### config.mk
export PLATFORM = sky130hd
export DESIGN_NAME = pipeline_hazard_controller
export DESIGN_NICKNAME = d
export VERILOG_FILES = /design/src/rtl/pipeline_hazard_controller.sv
export SDC_FILE = /design/constraint.sdc
export NUM_CORES = 1
export LEC_CHECK = 0
export ABC_AREA = 0
export CAP_MARGIN = 10
export CORE_MARGIN = 2
export CORE_UTILIZATION = 47
export DETAILED_ROUTE_END_ITERATION = 10
export GPL_TIMING_DRIVEN = 1
export PLACE_DENSITY = 0.82
export SLEW_MARGIN = 20
export SYNTH_ARGS = -nofsm -noshare
export SYNTH_HDL_FRONTEND = slang
export SYNTH_SLANG_ARGS = --single-unit
export TNS_END_PERCENT = 20
### constraint.sdc
create_clock -name clk -period 2.65 [get_ports clk]
set_input_delay 0.3975 -clock clk [delete_from_list [all_inputs] [get_ports clk]]
set_output_delay 0.3975 -clock clk [all_outputs]
set_load 0.01 [all_outputs]
### src/rtl/pipeline_hazard_controller.sv
// Hazard sequencer for the 5-stage pipeline: load-use stalls, MEM-resolved
// branch flushes, data-memory wait freezes with a timeout watchdog.
// Ports:
//   clk, reset          : clock, synchronous active-high reset
//   ID_EX_* / IF_ID_*   : load-use detection operands
//   EX_MEM_BranchTaken  : taken branch resolved in MEM
//   DMem_req/DMem_ready : data-memory handshake
//   PCWrite, IF_ID_Write, ID_EX_Bubble, *_Flush, Freeze : pipeline controls
//   MemTimeout          : sticky watchdog error flag
//   Stall_count         : saturating count of cycles with PCWrite=0
module pipeline_hazard_controller #(
   parameter int unsigned TIMEOUT = 64,
   parameter int unsigned CNT_W   = 16
) (
   input  logic             clk,
   input  logic             reset,
   input  logic             ID_EX_MemRead,
   input  logic [4:0]       ID_EX_RegisterRd,
   input  logic [4:0]       IF_ID_RegisterRn1,
   input  logic [4:0]       IF_ID_RegisterRm2,
   input  logic             IF_ID_UsesRm2,
   input  logic             EX_MEM_BranchTaken,
   input  logic             DMem_req,
   input  logic             DMem_ready,
   output logic             PCWrite,
   output logic             IF_ID_Write,
   output logic             ID_EX_Bubble,
   output logic             IF_ID_Flush,
   output logic             ID_EX_Flush,
   output logic             EX_MEM_Flush,
   output logic             Freeze,
   output logic             MemTimeout,
   output logic [CNT_W-1:0] Stall_count
);

   localparam int unsigned WAIT_W = $clog2(TIMEOUT + 1);

   typedef enum logic [1:0] {
      RUN      = 2'd0,
      MEM_WAIT = 2'd1,
      ERROR    = 2'd2
   } state_e;

   state_e            state_q, state_d;
   logic [WAIT_W-1:0] wait_q, wait_d, wait_inc;
   logic [CNT_W-1:0]  stall_cnt_q, stall_cnt_d;
   logic              mem_timeout_q, mem_timeout_d;
   logic              mem_stall;
   logic              rn1_hit, rm2_hit, load_use;

   assign mem_stall = DMem_req & ~DMem_ready;
   assign rn1_hit   = (ID_EX_RegisterRd == IF_ID_RegisterRn1);
   assign rm2_hit   = IF_ID_UsesRm2 & (ID_EX_RegisterRd == IF_ID_RegisterRm2);
   // XZR reads as zero, so a load targeting it never produces a dependency
   assign load_use  = ID_EX_MemRead & (ID_EX_RegisterRd != 5'd31)
                    & (rn1_hit | rm2_hit);
   assign wait_inc  = wait_q + 1'b1;

   always_comb begin
      state_d       = state_q;
      wait_d        = wait_q;
      mem_timeout_d = mem_timeout_q;
      stall_cnt_d   = stall_cnt_q;
      PCWrite       = 1'b1;
      IF_ID_Write   = 1'b1;
      ID_EX_Bubble  = 1'b0;
      IF_ID_Flush   = 1'b0;
      ID_EX_Flush   = 1'b0;
      EX_MEM_Flush  = 1'b0;
      Freeze        = 1'b0;

      unique case (state_q)
         RUN: begin
            unique case (1'b1)
               mem_stall: begin
                  Freeze      = 1'b1;
                  PCWrite     = 1'b0;
                  IF_ID_Write = 1'b0;
                  state_d     = MEM_WAIT;
                  wait_d      = WAIT_W'(1);
               end
               (~mem_stall & EX_MEM_BranchTaken): begin
                  IF_ID_Flush  = 1'b1;
                  ID_EX_Flush  = 1'b1;
                  EX_MEM_Flush = 1'b1;
               end
               (~mem_stall & ~EX_MEM_BranchTaken & load_use): begin
                  PCWrite      = 1'b0;
                  IF_ID_Write  = 1'b0;
                  ID_EX_Bubble = 1'b1;
               end
               default: ;
            endcase
         end
         MEM_WAIT: begin
            // a taken branch held in EX/MEM waits until release
            Freeze      = 1'b1;
            PCWrite     = 1'b0;
            IF_ID_Write = 1'b0;
            if (DMem_ready) begin
               state_d = RUN;
               wait_d  = '0;
            end else begin
               wait_d = wait_inc;
               if (wait_inc >= WAIT_W'(TIMEOUT)) begin
                  state_d       = ERROR;
                  mem_timeout_d = 1'b1;
               end
            end
         end
         ERROR: begin
            Freeze        = 1'b1;
            PCWrite       = 1'b0;
            IF_ID_Write   = 1'b0;
            mem_timeout_d = 1'b1;
         end
         default: state_d = RUN;
      endcase

      if (!PCWrite && (stall_cnt_q != {CNT_W{1'b1}})) begin
         stall_cnt_d = stall_cnt_q + 1'b1;
      end

      if (reset) begin
         PCWrite      = 1'b0;
         IF_ID_Write  = 1'b0;
         ID_EX_Bubble = 1'b0;
         IF_ID_Flush  = 1'b1;
         ID_EX_Flush  = 1'b1;
         EX_MEM_Flush = 1'b1;
         Freeze       = 1'b0;
      end
   end

   always_ff @(posedge clk) begin
      if (reset) begin
         state_q       <= RUN;
         wait_q        <= '0;
         mem_timeout_q <= 1'b0;
         stall_cnt_q   <= '0;
      end else begin
         state_q       <= state_d;
         wait_q        <= wait_d;
         mem_timeout_q <= mem_timeout_d;
         stall_cnt_q   <= stall_cnt_d;
      end
   end

   assign MemTimeout  = mem_timeout_q;
   assign Stall_count = stall_cnt_q;

endmodule

# Yosys cells after proc, flatten, opt, wreduce, memory -nomap -nowiden
# Index checks and enable logic that the tools add are counted.
# W data, S select, Z words.
# op_classes
n_addsub	2
magnitude_cmp	1
n_eq_ne	10
n_mux	22
bitwise_logic	12
reduce_logical	10
# op_table
cell	count
$add A16 B1 Y16 const B	1
$ne A16 B16 Y1 const B	1
$mux W7	2
$pmux W7 S2	1
$mux W1	12
$eq A5 B5 Y1	2
$add A7 B1 Y7 const B	1
$and A1 B1 Y1	7
$ge A7 B7 Y1 const B	1
$mux W2	3
$ne A2 B2 Y1 const B	3
$pmux W1 S2	3
$pmux W2 S3	1
$reduce_and A3 Y1	2
$ne A5 B5 Y1 const B	1
$not A1 Y1	4
$reduce_bool A2 Y1	2
$reduce_or A2 Y1	2
$ne A3 B3 Y1 const B	1
$eq A2 B1 Y1 const B	1
$eq A2 B2 Y1 const B	1
$logic_not A2 Y1	1
$reduce_and A2 Y1	1
$logic_and A1 B1 Y1	1
2 further kinds	2
# totals
ff_bits	26
input_bits	22
output_inout_bits	24
wordCells	61

# Depth between registers and ports, before layout
# Gate-level depths: netlist (run 1).
# depth
word_depth	10
mapped_depth	9
depth_no_buf	8

# Worst setup path before layout (run 1)
# No wires, ideal clock.
# synth_timing
kind	register -> output
startpoint	register state_q[0]
endpoint	output PCWrite
t_arrival_ns	1.943
required_time_ns	2.253
setup_slack_ns	0.310
path_stages_with_launch	10
n_path_buf	2
cell_sequence	dfxtp_1 > inv_1 > ha_1 > inv_2 > or4b_4 > nor2_2 > a21boi_1 > buf_2 > nor2b_1 > buf_4
# synth_via
elab_chain_cells	4
elab_cells_between_ends	6
classes_between	eq/ne: 2; mux: 2; reduce/logical: 2
# synth_rtl
item	line_no	rtl
from (decl)	44	state_e state_q, state_d;
from (signal assigned)	142	state_q <= state_d;
$eq A2 B1 Y1 or $eq A2 B2 Y1 (tied branches)	--	
$reduce_or A2 Y1 (no line)	--	
$pmux W1 S2 (*)	--	
$mux W1 (*)	--	
to (decl)	25	output logic PCWrite,
# Every way passes the cells marked *; elsewhere a longest branch is shown, timed or not.

# Final worst setup path (run 1)
# layout_timing
startpoint	register state_q[1]
endpoint	output ID_EX_Bubble
# layout_via
elab_chain_cells	3
# layout_rtl
item	line_no	rtl
$logic_not A2 Y1	72	unique case (state_q)
$mux W1	72	
$mux W1	124	if (reset) begin
to (decl)	27	output logic ID_EX_Bubble,
# No other way between the ends.

==> out/metrics.cfg, run 1 <==
[clock_tree]
cts_tree=yes
hold_buffers=0
root_buffer=clkbuf_4
clk_latency_ps=340
clkTransAtPathRegs_ps=150
cts_buffers=3
htree_levels=1
clock_path_buffers=2
clkSinkCount=26

[sta]
rsz0062_at_grt=yes
finalHoldViolCount=0
timing.slew.headroom_pct=59.31
tightest_slew_ps=604.0
clock_skew_ps=3.872
setup_viol=0
min_period_ps=2549
final_max_slew_viol_count=0
setup_ws_ps=101.0
fmax_ghz=0.3923
tns_ps=0
period_share_pct=96.19

[yosys]
avgSynthCellArea_um2=8.091
synth_area_leaders=dfxtp_1, a21oi_1, xnor2_1, ha_1, nand2_1
ys_types=43
async_flop_share_pct=0
netlist_instances=195
ys_ff_latch=26
synthMuxAreaShare_pct=3.331
synth_top_area_cell=dfxtp_1
ys.flop_type=dfxtp_1
synth_compound_area_share_pct=18.48
synthXorXnorAreaFrac_pct=9.437
synth_top_family_by_area=simple AND/OR/NAND/NOR gates
synth_warnings=0
synth_edf_count=0
yosysTopAreaCellShare_pct=32.99
synth_adder_area_share_pct=4.758
yosys.area_share.simple_pct=26.41
synthesis.nets=223
syn_area_um2=1578
yosysSeqAreaShare_pct=32.99

[layout]
nNetsFinal=282
final_common_cell=clkdlybuf4s50_1
diodes=0
syn2layout_area_growth_pct=40.76
fin_util_pct=67.62
final_cell_mix=clkdlybuf4s50_1, dfxtp_1, a21oi_1
drive_gt1_share_pct=13.04
fillCellCount=276

[critical_path]
cp_cell_sequence=inv_1, ha_1, inv_2, or4b_4, nor2_4, nand2_1, nor2_1, clkdlybuf4s15_1
critical-path-top-delay-family=simple AND/OR/NAND/NOR gates
cp_slowest_cell=or4b_4
slowest_delay_ps=570
crit_arrival_ps=2150
required_ps=2250
critPathCaptureType=output pin
path_buf_inv=3
cp_max_fo=5
start_kind=flip-flop
critPathKind=flip-flop to output pin

[power_and_ir_drop]
cellPowerDensity_nw_per_um2=393.3
peakVddDrop_v=0.0001728
p_leak_nw=0.7864

[floorplan]
die_y_um=61.94
coreArea_um2=3284
die_area_um2=3837
rows=21
die_x_um=61.94
start_util_pct=48.04
pin_count=46

[routing]
first_pass_iters=4
via_count=1630
route.detailed.drc=0
wirelength_mm=3.976
post_drt_wl_per_cell_um=13.30
dr.first_iter.drc_count=84
postRouteAntennaNets=0
viasPerCell=5.452

[grt]
grt_overflow=0
grt_pass1_vias=1448
grt_first_pass_wirelength_mm=6.389
grt.total_usage_pct=21.90
antenna_found_initial=0
grt_start_max_net_pins=19

[outcome]
status=finished clean

[placement]
place_congestion=0.8619
dp_hpwl_mm=2.914
io_buffers=45
dp_slack_ps=-114.9

[run]
cap_violations=0

[min_path]
hold_path.class=flip-flop to flip-flop

-- state kept, by name, summed over array words and instances, names as in the netlist --
signal,count
MemTimeout,1
Stall_count,16
state_q,2
wait_q,7
-- cells in the mapped netlist (2+ instances only) --
library cell / number
clkbuf_1: 2
a21oi_1: 22
dfxtp_1: 26
mux2i_1: 3
mux2_1: 2
nand3_1: 11
o31ai_1: 4
or4_1: 4
a211oi_1: 2
inv_1: 5
o21ai_0: 8
a2111oi_1: 2
and3_1: 3
xor2_1: 6
nand4_1: 7
nor2_1: 16
nor2b_1: 4
or3_1: 8
xnor2_1: 11
ha_1: 6
buf_4: 3
nand2_1: 19
-- per-layer routing --
metal | part of all wire [%] | vias to the layer above | wire [µm] | GRT usage [%]
met3 | 5.1 | 4 | 201 | 2.277
li1 | - | 822 | - | -
met4 | 1.1 | 0 | 44 | 6.383
met2 | 47 | 47 | 1859 | 37.35
met1 | 47 | 757 | 1871 | 29.13
met5 | 0 | - | 0 | 0
-- area by class of cell --
cell class	count	area, µm²	area share, %
Clock inverter	1	30.03	1.352
Sequential cell	26	523.0	23.55
Multi-Input combinational cell	155	997.2	44.90
Tap cell	46	57.56	2.592
Clock buffer	3	22.52	1.014
Timing Repair Buffer	62	568.0	25.58
Inverter	6	22.52	1.014
-- worst reg2reg max path, stage by stage (launching register included) --
cell and delay, ps:
dfxtp_2 370, inv_1 70, ha_1 180, inv_2 70
or4b_4 570, nor2_4 120, nand2_1 80, buf_4 170
a2111oi_1 380, mux2_1 360
-- through the flow --
step	hold slack, ps	total power, mW	cells	cell area [µm²]
5_1_grt	506.2	0.9098	299	2221
2_1_floorplan	443.7	0.5102	195	1578
4_1_cts	479.1	0.8763	298	2217
3_3_place_gp	450.3	0.5918	294	2156
3_5_place_dp	459.5	0.5952	294	2156
6_report	475.6	0.8734	299	2221
-- worst paths after layout --
kind                           startpoint                           to  slack (ps)  cells past startpoint
hold reg to reg    wait_q[6]$_SDFFE_PP0P_       wait_q[6]$_SDFFE_PP0P_         480                      2
setup / recovery  state_q[1]$_SDFFE_PP0P_                 ID_EX_Bubble         100                      8
hold / removal     wait_q[6]$_SDFFE_PP0P_       wait_q[6]$_SDFFE_PP0P_         480                      2
setup reg to reg  state_q[1]$_SDFFE_PP0P_  Stall_count[8]$_SDFFE_PP0P_         200                      9
-- kinds of logic after synthesis --
group                    after synthesis
flip-flops                            26
AO/OA/AOI/OAI                         48
adder cells (fa/ha/maj)                6
AND/OR/NAND/NOR                       79
buffers and inverters                 14
multiplexers                           5
XOR/XNOR                              17
-- power by group --
part | switching, mW | total (mW) | internal (mW)
Combinational | 0.0878 | 0.185 | 0.0975
Sequential | 0.00677 | 0.405 | 0.399
Clock | 0.129 | 0.283 | 0.153
Total | 0.224 | 0.873 | 0.649
-- repair_timing --
action                                  in CTS  in global routing
pin swaps                                    0                  0
gates cloned                                 0                  0
gates resized for setup                      8                  5
setup buffers                                0                  1
endpoints found under the setup margin       3                  4
(Power assumes the default switching activity.)
==> inputs of run 2 (changes only) <==
Settings changed: CTS_CLUSTER_SIZE set to 28, SETUP_SLACK_MARGIN set to 0.15.
==> out/metrics.cfg, run 2 (same netlist as run 1, synthesis figures left out) <==
[outcome]
status=finished clean

[grt]
grtUsageMet3_pct=2.692  ; +0.41 points
use_met1_pct=29.13  ; unchanged
met2_usage_pct=38.10  ; +0.74 points
grt_first_pass_wirelength_mm=6.465  ; +1.2%
antenna_found_initial=0  ; unchanged
busiest_layer=met2
grt.total_usage_pct=22.28  ; +0.38 points
grt_overflow=0  ; unchanged
grt_pass1_vias=1471  ; +1.6%
grt_start_max_net_pins=19  ; unchanged

[placement]
dp_hpwl_mm=2.914  ; unchanged
place_congestion=0.8619  ; unchanged
io_buffers=45  ; unchanged

[critical_path]
critPathLaunch=state_q[1]$_SDFFE_PP0P_
start_kind=flip-flop
critPathKind=flip-flop to flip-flop
required_ps=2890  ; +640 ps
cp_cell_sequence=inv_2, ha_4, inv_2, or4b_4, nor2_4, nand2_1, buf_4, a2111oi_1, mux2_1
r2r-start=state_q[1]$_SDFFE_PP0P_
cp_max_fo=5  ; unchanged
path_buf_inv=3  ; unchanged
cp_slowest_cell=or4b_4
worst_path_most_repeated_cell=inv_2
critical-path-top-delay-family=simple AND/OR/NAND/NOR gates
slowest_delay_ps=550  ; -20 ps
crit_arrival_ps=2680  ; +530 ps
critPathCaptureType=flip-flop

[floorplan]
start_util_pct=48.04  ; unchanged
die_x_um=61.94  ; unchanged
rows=21  ; unchanged
coreArea_um2=3284  ; unchanged
die_y_um=61.94  ; unchanged
die_area_um2=3837  ; unchanged
pin_count=46  ; unchanged

[clock_tree]
hold_buffers=0  ; unchanged
cts_buffers=3  ; unchanged
clkTransAtPathRegs_ps=160  ; about the same
root_buffer=clkbuf_4
cts_tree=yes
htree_levels=1  ; unchanged
clock_path_buffers=2  ; unchanged
clkSinkCount=26  ; unchanged
clk_latency_ps=340  ; about the same

[layout]
multi_input_area_um2=1031  ; +3.4%
nNetsFinal=283  ; +0.35%
final_cell_mix=clkdlybuf4s50_1, dfxtp_1, a21oi_1
syn2layout_area_growth_pct=43.06
diodes=0  ; unchanged
largest_reg_flops=16  ; unchanged
register_area_um2=523.0  ; unchanged
fin_util_pct=68.72  ; +1.1 points
drive_gt1_share_pct=15.75  ; +2.7 points
fillCellCount=269  ; -2.5%
final_common_cell=clkdlybuf4s50_1

[power_and_ir_drop]
peakVddDrop_v=0.0001742  ; +0.79%
cellPowerDensity_nw_per_um2=392.7  ; -0.14%
p_leak_nw=0.8026  ; +2.1%
total_power_mw=0.8864  ; +1.5%

[routing]
post_drt_wl_per_cell_um=13.74  ; +3.3%
dr.first_iter.drc_count=86  ; +2.4%
via_count=1630  ; unchanged
viasPerCell=5.433  ; -0.33%
wirelength_mm=4.121  ; +3.6%
route.detailed.drc=0  ; unchanged
first_pass_iters=4  ; unchanged
postRouteAntennaNets=0  ; unchanged

[sta]
setup_viol=0  ; unchanged
fmax_ghz=0.4099  ; +4.5%
period_share_pct=92.06  ; -4.1 points
tightest_slew_ps=679.7  ; +75.66 ps
clock_skew_ps=7.964  ; +4.092 ps
finalHoldViolCount=0  ; unchanged
timing.slew.headroom_pct=54.21  ; -5.1 points
tns_ps=0  ; unchanged
final_max_slew_viol_count=0  ; unchanged
min_period_ps=2440  ; -109.3 ps
rsz0062_at_grt=yes

[min_path]
hold_path.class=flip-flop to flip-flop
holdCritStartpoint=wait_q[6]$_SDFFE_PP0P_

[run]
cap_violations=0  ; unchanged

## run 2: cell types whose count changed in the layout (fill, tap and decap cells not counted), moves of 2 or more
cell,delta
buf_2,+3
clkbuf_2,-2
inv_1,-2
inv_2,+2
## run 2: final timing paths
| path | endpoint | slack [ps] | cells past startpoint |
|---|---|---|---|
| worst min register to register | wait_q[6]$_SDFFE_PP0P_ | 480 | 2 |
| worst max-delay path | Stall_count[10]$_SDFFE_PP0P_ | 210 | 9 |
| worst min-delay path | wait_q[6]$_SDFFE_PP0P_ | 480 | 2 |
| worst max register to register | Stall_count[10]$_SDFFE_PP0P_ | 210 | 9 |
## run 2: area by class of cell
cell class / instances / area share (%)
Clock buffer: 3 / 0.9978
Clock inverter: 1 / 1.330
Multi-Input combinational cell: 155 / 45.68
Inverter: 6 / 0.9978
Timing Repair Buffer: 63 / 25.28
Tap cell: 46 / 2.550
Sequential cell: 26 / 23.17
## run 2: worst reg2reg max path, stage by stage, from the launching register on
cell and delay, ps:
dfxtp_2 350, inv_2 80, ha_4 150, inv_2 50
or4b_4 550, nor2_4 140, nand2_1 80, buf_4 160
a2111oi_1 420, mux2_1 360
## run 2: metrics by stage
| stage | cell area (µm²) | worst slack, ps | hold WS (ps) | instances |
|---|---|---|---|---|
| floorplan | 1578 | 309.6 | 443.7 | 195 |
| global placement | 2156 | -105.3 | 450.3 | 294 |
| detailed placement | 2156 | -114.9 | 459.5 | 294 |
| finish | 2257 | 210.4 | 479.1 | 300 |
| CTS | 2232 | 89.43 | 479.1 | 300 |
| global route | 2257 | 134.0 | 506.3 | 300 |
## run 2: routing by layer
layer,wire length [µm],part of all wire [%]
met1,1950,47
met2,1952,47
met3,173,4.2
met4,44,1.1
met5,0,0
## run 2: where the power goes
group          internal, mW  switching [mW]  leakage, nW
Clock                 0.153           0.131       0.0279
Sequential            0.399         0.00653        0.211
Combinational         0.103          0.0934        0.564
Total                 0.655           0.231        0.803
## run 2: timing repair
item                                    4_1_cts  5_1_grt
gates resized for setup                      13       12
pin swaps                                     0        4
setup buffers                                 2        0
endpoints found under the setup margin        4       13
hold endpoints to repair                      0        0
